<file path="src/rtl/div_unit.sv">
// ---------------------------------------------------------------------------
// div_unit
//   Iterative radix-2 restoring divider for RV32M DIV/DIVU/REM/REMU.
//   Operands are taken on a start/ready handshake, the quotient is developed
//   one bit per cycle (MSB first) on magnitudes, and the signs are restored
//   in a single fix-up cycle. Divide-by-zero and signed overflow bypass the
//   iteration and finish one cycle after accept.
//
//   State table
//     state | meaning
//     IDLE  | ready for a new request
//     CALC  | one restoring-division step per cycle, XLEN steps
//     FIX   | sign correction, load o_result
//     DONE  | o_valid pulse, return to IDLE
//
// Ports
//   i_clk     clock, rising edge
//   i_rst_n   asynchronous active-low reset
//   i_start   request valid, accepted only while o_ready=1
//   o_ready   idle, can accept a request
//   i_op      2'b00 DIV, 2'b01 DIVU, 2'b10 REM, 2'b11 REMU
//   i_a       dividend, sampled on accept
//   i_b       divisor, sampled on accept
//   i_kill    flush: abort the current operation, no result
//   o_busy    operation in flight
//   o_valid   one-cycle pulse, o_result holds the answer
//   o_result  quotient or remainder, held until overwritten by a later result
// ---------------------------------------------------------------------------
module div_unit #(
  parameter int XLEN = 32
) (
  input  logic            i_clk,
  input  logic            i_rst_n,
  input  logic            i_start,
  output logic            o_ready,
  input  logic [1:0]      i_op,
  input  logic [XLEN-1:0] i_a,
  input  logic [XLEN-1:0] i_b,
  input  logic            i_kill,
  output logic            o_busy,
  output logic            o_valid,
  output logic [XLEN-1:0] o_result
);

  localparam int CW = $clog2(XLEN) + 1;
  localparam logic [XLEN-1:0] ONE     = XLEN'(1);
  localparam logic [XLEN-1:0] MIN_NEG = {1'b1, {(XLEN-1){1'b0}}};
  localparam logic [CW-1:0]   LAST    = CW'(XLEN - 1);

  typedef enum logic [1:0] {
    IDLE = 2'd0,
    CALC = 2'd1,
    FIX  = 2'd2,
    DONE = 2'd3
  } state_t;

  state_t          state;
  logic [CW-1:0]   count;
  logic [XLEN-1:0] quo;
  logic [XLEN-1:0] rem;
  logic [XLEN-1:0] b_mag;
  logic            a_neg;
  logic            b_neg;
  logic            want_rem;

  // Accept-time operand conditioning. Sign flags are only ever set for the
  // signed ops, so the fix-up stage needs no separate signed/unsigned flag.
  logic            in_signed;
  logic            in_a_neg;
  logic            in_b_neg;
  logic [XLEN-1:0] in_a_mag;
  logic [XLEN-1:0] in_b_mag;
  logic            div_zero;
  logic            overflow;
  logic [XLEN-1:0] special_result;

  always_comb begin
    in_signed = ~i_op[0];
    in_a_neg  = in_signed & i_a[XLEN-1];
    in_b_neg  = in_signed & i_b[XLEN-1];
    in_a_mag  = in_a_neg ? (~i_a + ONE) : i_a;
    in_b_mag  = in_b_neg ? (~i_b + ONE) : i_b;
    div_zero  = (i_b == '0);
    overflow  = in_signed && (i_a == MIN_NEG) && (i_b == '1);
    special_result = '0;
    if (div_zero) begin
      special_result = i_op[1] ? i_a : '1;
    end else if (overflow) begin
      special_result = i_op[1] ? '0 : i_a;
    end
  end

  // One restoring step: shift the next dividend bit into the partial
  // remainder and keep the subtraction only if it did not borrow.
  logic [XLEN:0]   rem_shift;
  logic [XLEN:0]   diff;
  logic            fits;

  always_comb begin
    rem_shift = {rem, quo[XLEN-1]};
    diff      = rem_shift - {1'b0, b_mag};
    fits      = ~diff[XLEN];
  end

  logic [XLEN-1:0] quo_fixed;
  logic [XLEN-1:0] rem_fixed;

  always_comb begin
    quo_fixed = (a_neg ^ b_neg) ? (~quo + ONE) : quo;
    rem_fixed = a_neg ? (~rem + ONE) : rem;
  end

  // o_ready/o_busy follow the state directly so they switch as soon as the
  // asynchronous reset forces IDLE.
  assign o_ready = (state == IDLE);
  assign o_busy  = (state != IDLE);

  always_ff @(posedge i_clk or negedge i_rst_n) begin
    if (!i_rst_n) begin
      state    <= IDLE;
      count    <= '0;
      quo      <= '0;
      rem      <= '0;
      b_mag    <= '0;
      a_neg    <= 1'b0;
      b_neg    <= 1'b0;
      want_rem <= 1'b0;
      o_valid  <= 1'b0;
      o_result <= '0;
    end else if (i_kill) begin
      // Flush beats everything, including a simultaneous start in IDLE.
      // A pulse already on o_valid in DONE has been seen; it just ends here.
      state   <= IDLE;
      o_valid <= 1'b0;
    end else begin
      o_valid <= 1'b0;
      case (state)
        IDLE: begin
          if (i_start) begin
            want_rem <= i_op[1];
            a_neg    <= in_a_neg;
            b_neg    <= in_b_neg;
            b_mag    <= in_b_mag;
            quo      <= in_a_mag;
            rem      <= '0;
            count    <= '0;
            if (div_zero || overflow) begin
              o_result <= special_result;
              o_valid  <= 1'b1;
              state    <= DONE;
            end else begin
              state    <= CALC;
            end
          end
        end

        CALC: begin
          rem   <= fits ? diff[XLEN-1:0] : rem_shift[XLEN-1:0];
          quo   <= {quo[XLEN-2:0], fits};
          count <= count + 1'b1;
          if (count == LAST) begin
            state <= FIX;
          end
        end

        FIX: begin
          o_result <= want_rem ? rem_fixed : quo_fixed;
          o_valid  <= 1'b1;
          state    <= DONE;
        end

        DONE: begin
          state <= IDLE;
        end

        default: begin
          state <= IDLE;
        end
      endcase
    end
  end

endmodule

</file>
<file path="config.mk">
export PLATFORM = sky130hd
export DESIGN_NAME = div_unit
export DESIGN_NICKNAME = d
export VERILOG_FILES = /design/src/rtl/div_unit.sv
export SDC_FILE = /design/constraint.sdc
export NUM_CORES = 1
export LEC_CHECK = 0
export CAP_MARGIN = 10
export CELL_PAD_IN_SITES_DETAIL_PLACEMENT = 1
export CELL_PAD_IN_SITES_GLOBAL_PLACEMENT = 2
export CORE_MARGIN = 10
export CORE_UTILIZATION = 35
export DETAILED_ROUTE_END_ITERATION = 7
export PLACE_DENSITY_LB_ADDON = 0.1
export SLEW_MARGIN = 40
export SYNTH_ARGS = -nofsm -noshare
export SYNTH_HDL_FRONTEND = slang
export SYNTH_SLANG_ARGS = --single-unit
</file>
<file path="constraint.sdc">
create_clock -name i_clk -period 3.6 [get_ports i_clk]
set_clock_uncertainty 0.1 [all_clocks]
set_input_delay 0.72 -clock i_clk [delete_from_list [all_inputs] [get_ports i_clk]]
set_output_delay 0.72 -clock i_clk [all_outputs]
set_load 0.01 [all_outputs]
</file>
==> impl_metrics.toml <==
[run_status]
outcome = "finished, final reports clean"

[final_layout]
mostFrequentLayoutCells = "169 x nand2_1, 139 x dfrtp_1, 126 x o21ai_0"
n_fill_cell = 3765
final_common_cell = "nand2_1"
multi_input_area_mm2 = 0.00715
register_area_mm2 = 0.00351
fin_nets = 1617
stdcell_count = 1920
n_antenna_cell = 0
layout-drive-gt1-share_pct = 11.2
area_growth_pct = 24.2

[grt]
antenna_found_initial = 0
overflow = 0
grt_max_degree = 67
grt_use_total_pct = 19.7
grt_pass1_vias = 10979
grt_pass1_wl_um = 62100

[critical_path]
cp-end-kind = "flop"
r2r-end = "rem[1]"
criticalPathCategory = "primary input to flop"
cp.arrival_ps = 3520
rr_startpoint = "quo[31]"
start_kind = "primary input"
cp_max_fo = 22
cp.required_ps = 3850
r2r_cells = 12
reg2reg_slack_ps = 340

[placement]
hpwl_um = 29700
dpl_worst_slack_ps = -110
dp_cells = 1888
gp_congestion = 0.843
io_buffers = 104

[clock_network]
h-tree-depth = 4
cts-root-buf = "clkbuf_16"
clock_sinks = 140
cts_buffer_depth = 2
post_cts_buffers = 0
clkTransAtPathRegs_ps = 70
ctsResizeCount = 0
worstSkewPairLatency_ps = 440
cts-buffers-inserted = 17
cts_tree = "done"
holdBufCountCts = 0

[logic_synthesis]
synth_cells = 1373
ys_warn_count = 0
async_flop_share_pct = 100
synth_flop_cell = "dfrtp_1"
ys_types = 77
synth_top_cell_by_area = "dfrtp_1"
avgSynthCellArea_um2 = 8.14
ys_seq_area_share_pct = 31.3
synth_top_cell_area_share_pct = 31.3
synth.area.top_cells = "dfrtp_1 31%, xor2_1 6.0%, nand2_1 5.7%, o21ai_0 5.6%, xnor2_1 5.6%"
syn_nets = 1485
syn_area_mm2 = 0.0112
synth-edff-count = 0
ys_ff_latch = 140

[detailed_routing]
first_pass_iters = 5
drc_errors = 0
avgViaCountPerCell = 5.54
totalWireLength_um = 38700
vias = 10633
postRouteAntennaNets = 0
drt_iter0_markers = 461
wl_per_cell_um = 20.1

[sta]
relSlewSlack_pct = 53.3
worst_slew_pin_slew_ps = 701
fin_ws_ps = 326
rsz0062_at_grt = "false"
final.min_clock_period_ps = 3270
finalHoldViolCount = 0
setup_viol = 0
timing.final.max_slew_violations = 0
period_share_pct = 90.9
clock.fmax_ghz = 0.305

[flow_run]
maxCapViolations = 0

[die]
ioPinCount = 105
die_h_um = 199
num_rows = 65
die_area_mm2 = 0.0395
start_util_pct = 35.4
coreArea_mm2 = 0.0316
die_w_um = 199

[hold_path]
hp-class = "primary input to asynchronous set/reset pin"

[pwr]
leakage_nw = 5.92
power_density_mw_per_mm2 = 775
peakVddDrop_v = 0.000351
through the flow:
step	util [%]	total power, mW	TNS [ps]	cell area (um^2)	hold WS [ps]
global placement	41.9	8.64	-474	13200	362
global route	44.0	11.7	0	13900	172
finish	44.0	10.8	0	13900	135
floorplan	-	6.73	0	11200	324
CTS	44.0	10.8	0	13900	153
detailed placement	41.9	8.75	-2260	13200	371
cells in the mapped netlist (all sizes together), types with 27 or more instances:
master and n:
o21ai 133, xor2 76, a21oi 78, o211ai 43, o21bai 27, xnor2 73
a31oi 41, dfrtp 140, nand2 170, inv 50, nor2 113, clkbuf 67
ha 41
power by group:
group	internal [mW]	switching (mW)
clock	1.27	0.771
combinational	2.49	3.32
sequential	2.17	0.745
total	5.93	4.83
how the worst max path moves through the flow:
| stage | start | to |
|---|---|---|
| 3_5_place_dp | i_b[6] | o_result[25] |
| 6_report | i_b[6] | o_result[6] |
| 4_1_cts | rem[1] | rem[1] |
| 5_1_grt | rem[1] | rem[1] |
| 2_1_floorplan | quo[31] | rem[10] |
| 3_3_place_gp | i_b[6] | o_result[27] |
routing by layer:
metal,track usage [%],vias up,wire (um)
li1,-,5233,-
met1,27.1,5170,18900
met2,32.0,208,17900
met3,3.01,22,1490
met4,4.18,0,380
met5,0,-,0
logic make-up (layout without fill, tap and decap cells):
group | Yosys count | in the layout | synth area share [%]
compound gates | 440 | 440 | 25.9
xor+xnor | 149 | 149 | 11.7
fa+ha+maj | 42 | 42 | 4.77
buf+inv | 136 | 281 | 4.92
flops | 140 | 140 | 31.3
mux | 30 | 30 | 2.75
simple gates | 436 | 436 | 18.6
area by class of cell:
class                      instances  area share, %
clock buffer                      19           3.26
clock inverter                    13           1.52
inverter                          50           1.35
multi-input combinational       1097           51.5
sequential                       140           25.3
tap                              402           3.62
timing repair buffer             199           13.5
registers in the layout, summed over array words and instances, names as in the netlist, 2 cells and up:
register and cells:
quo 32, state 2, b_mag 32, rem 32, count 6, o_result 32
critical path: stages:
cell,delay (ps)
clkdlybuf4s50_1,410
or4_1,550
or3_1,410
nor3_1,170
and4b_1,390
nor2_1,160
o22ai_4,140
buf_12,190
buf_12,160
nor2_1,50
a31oi_1,150
(Power assumes the default switching activity.)
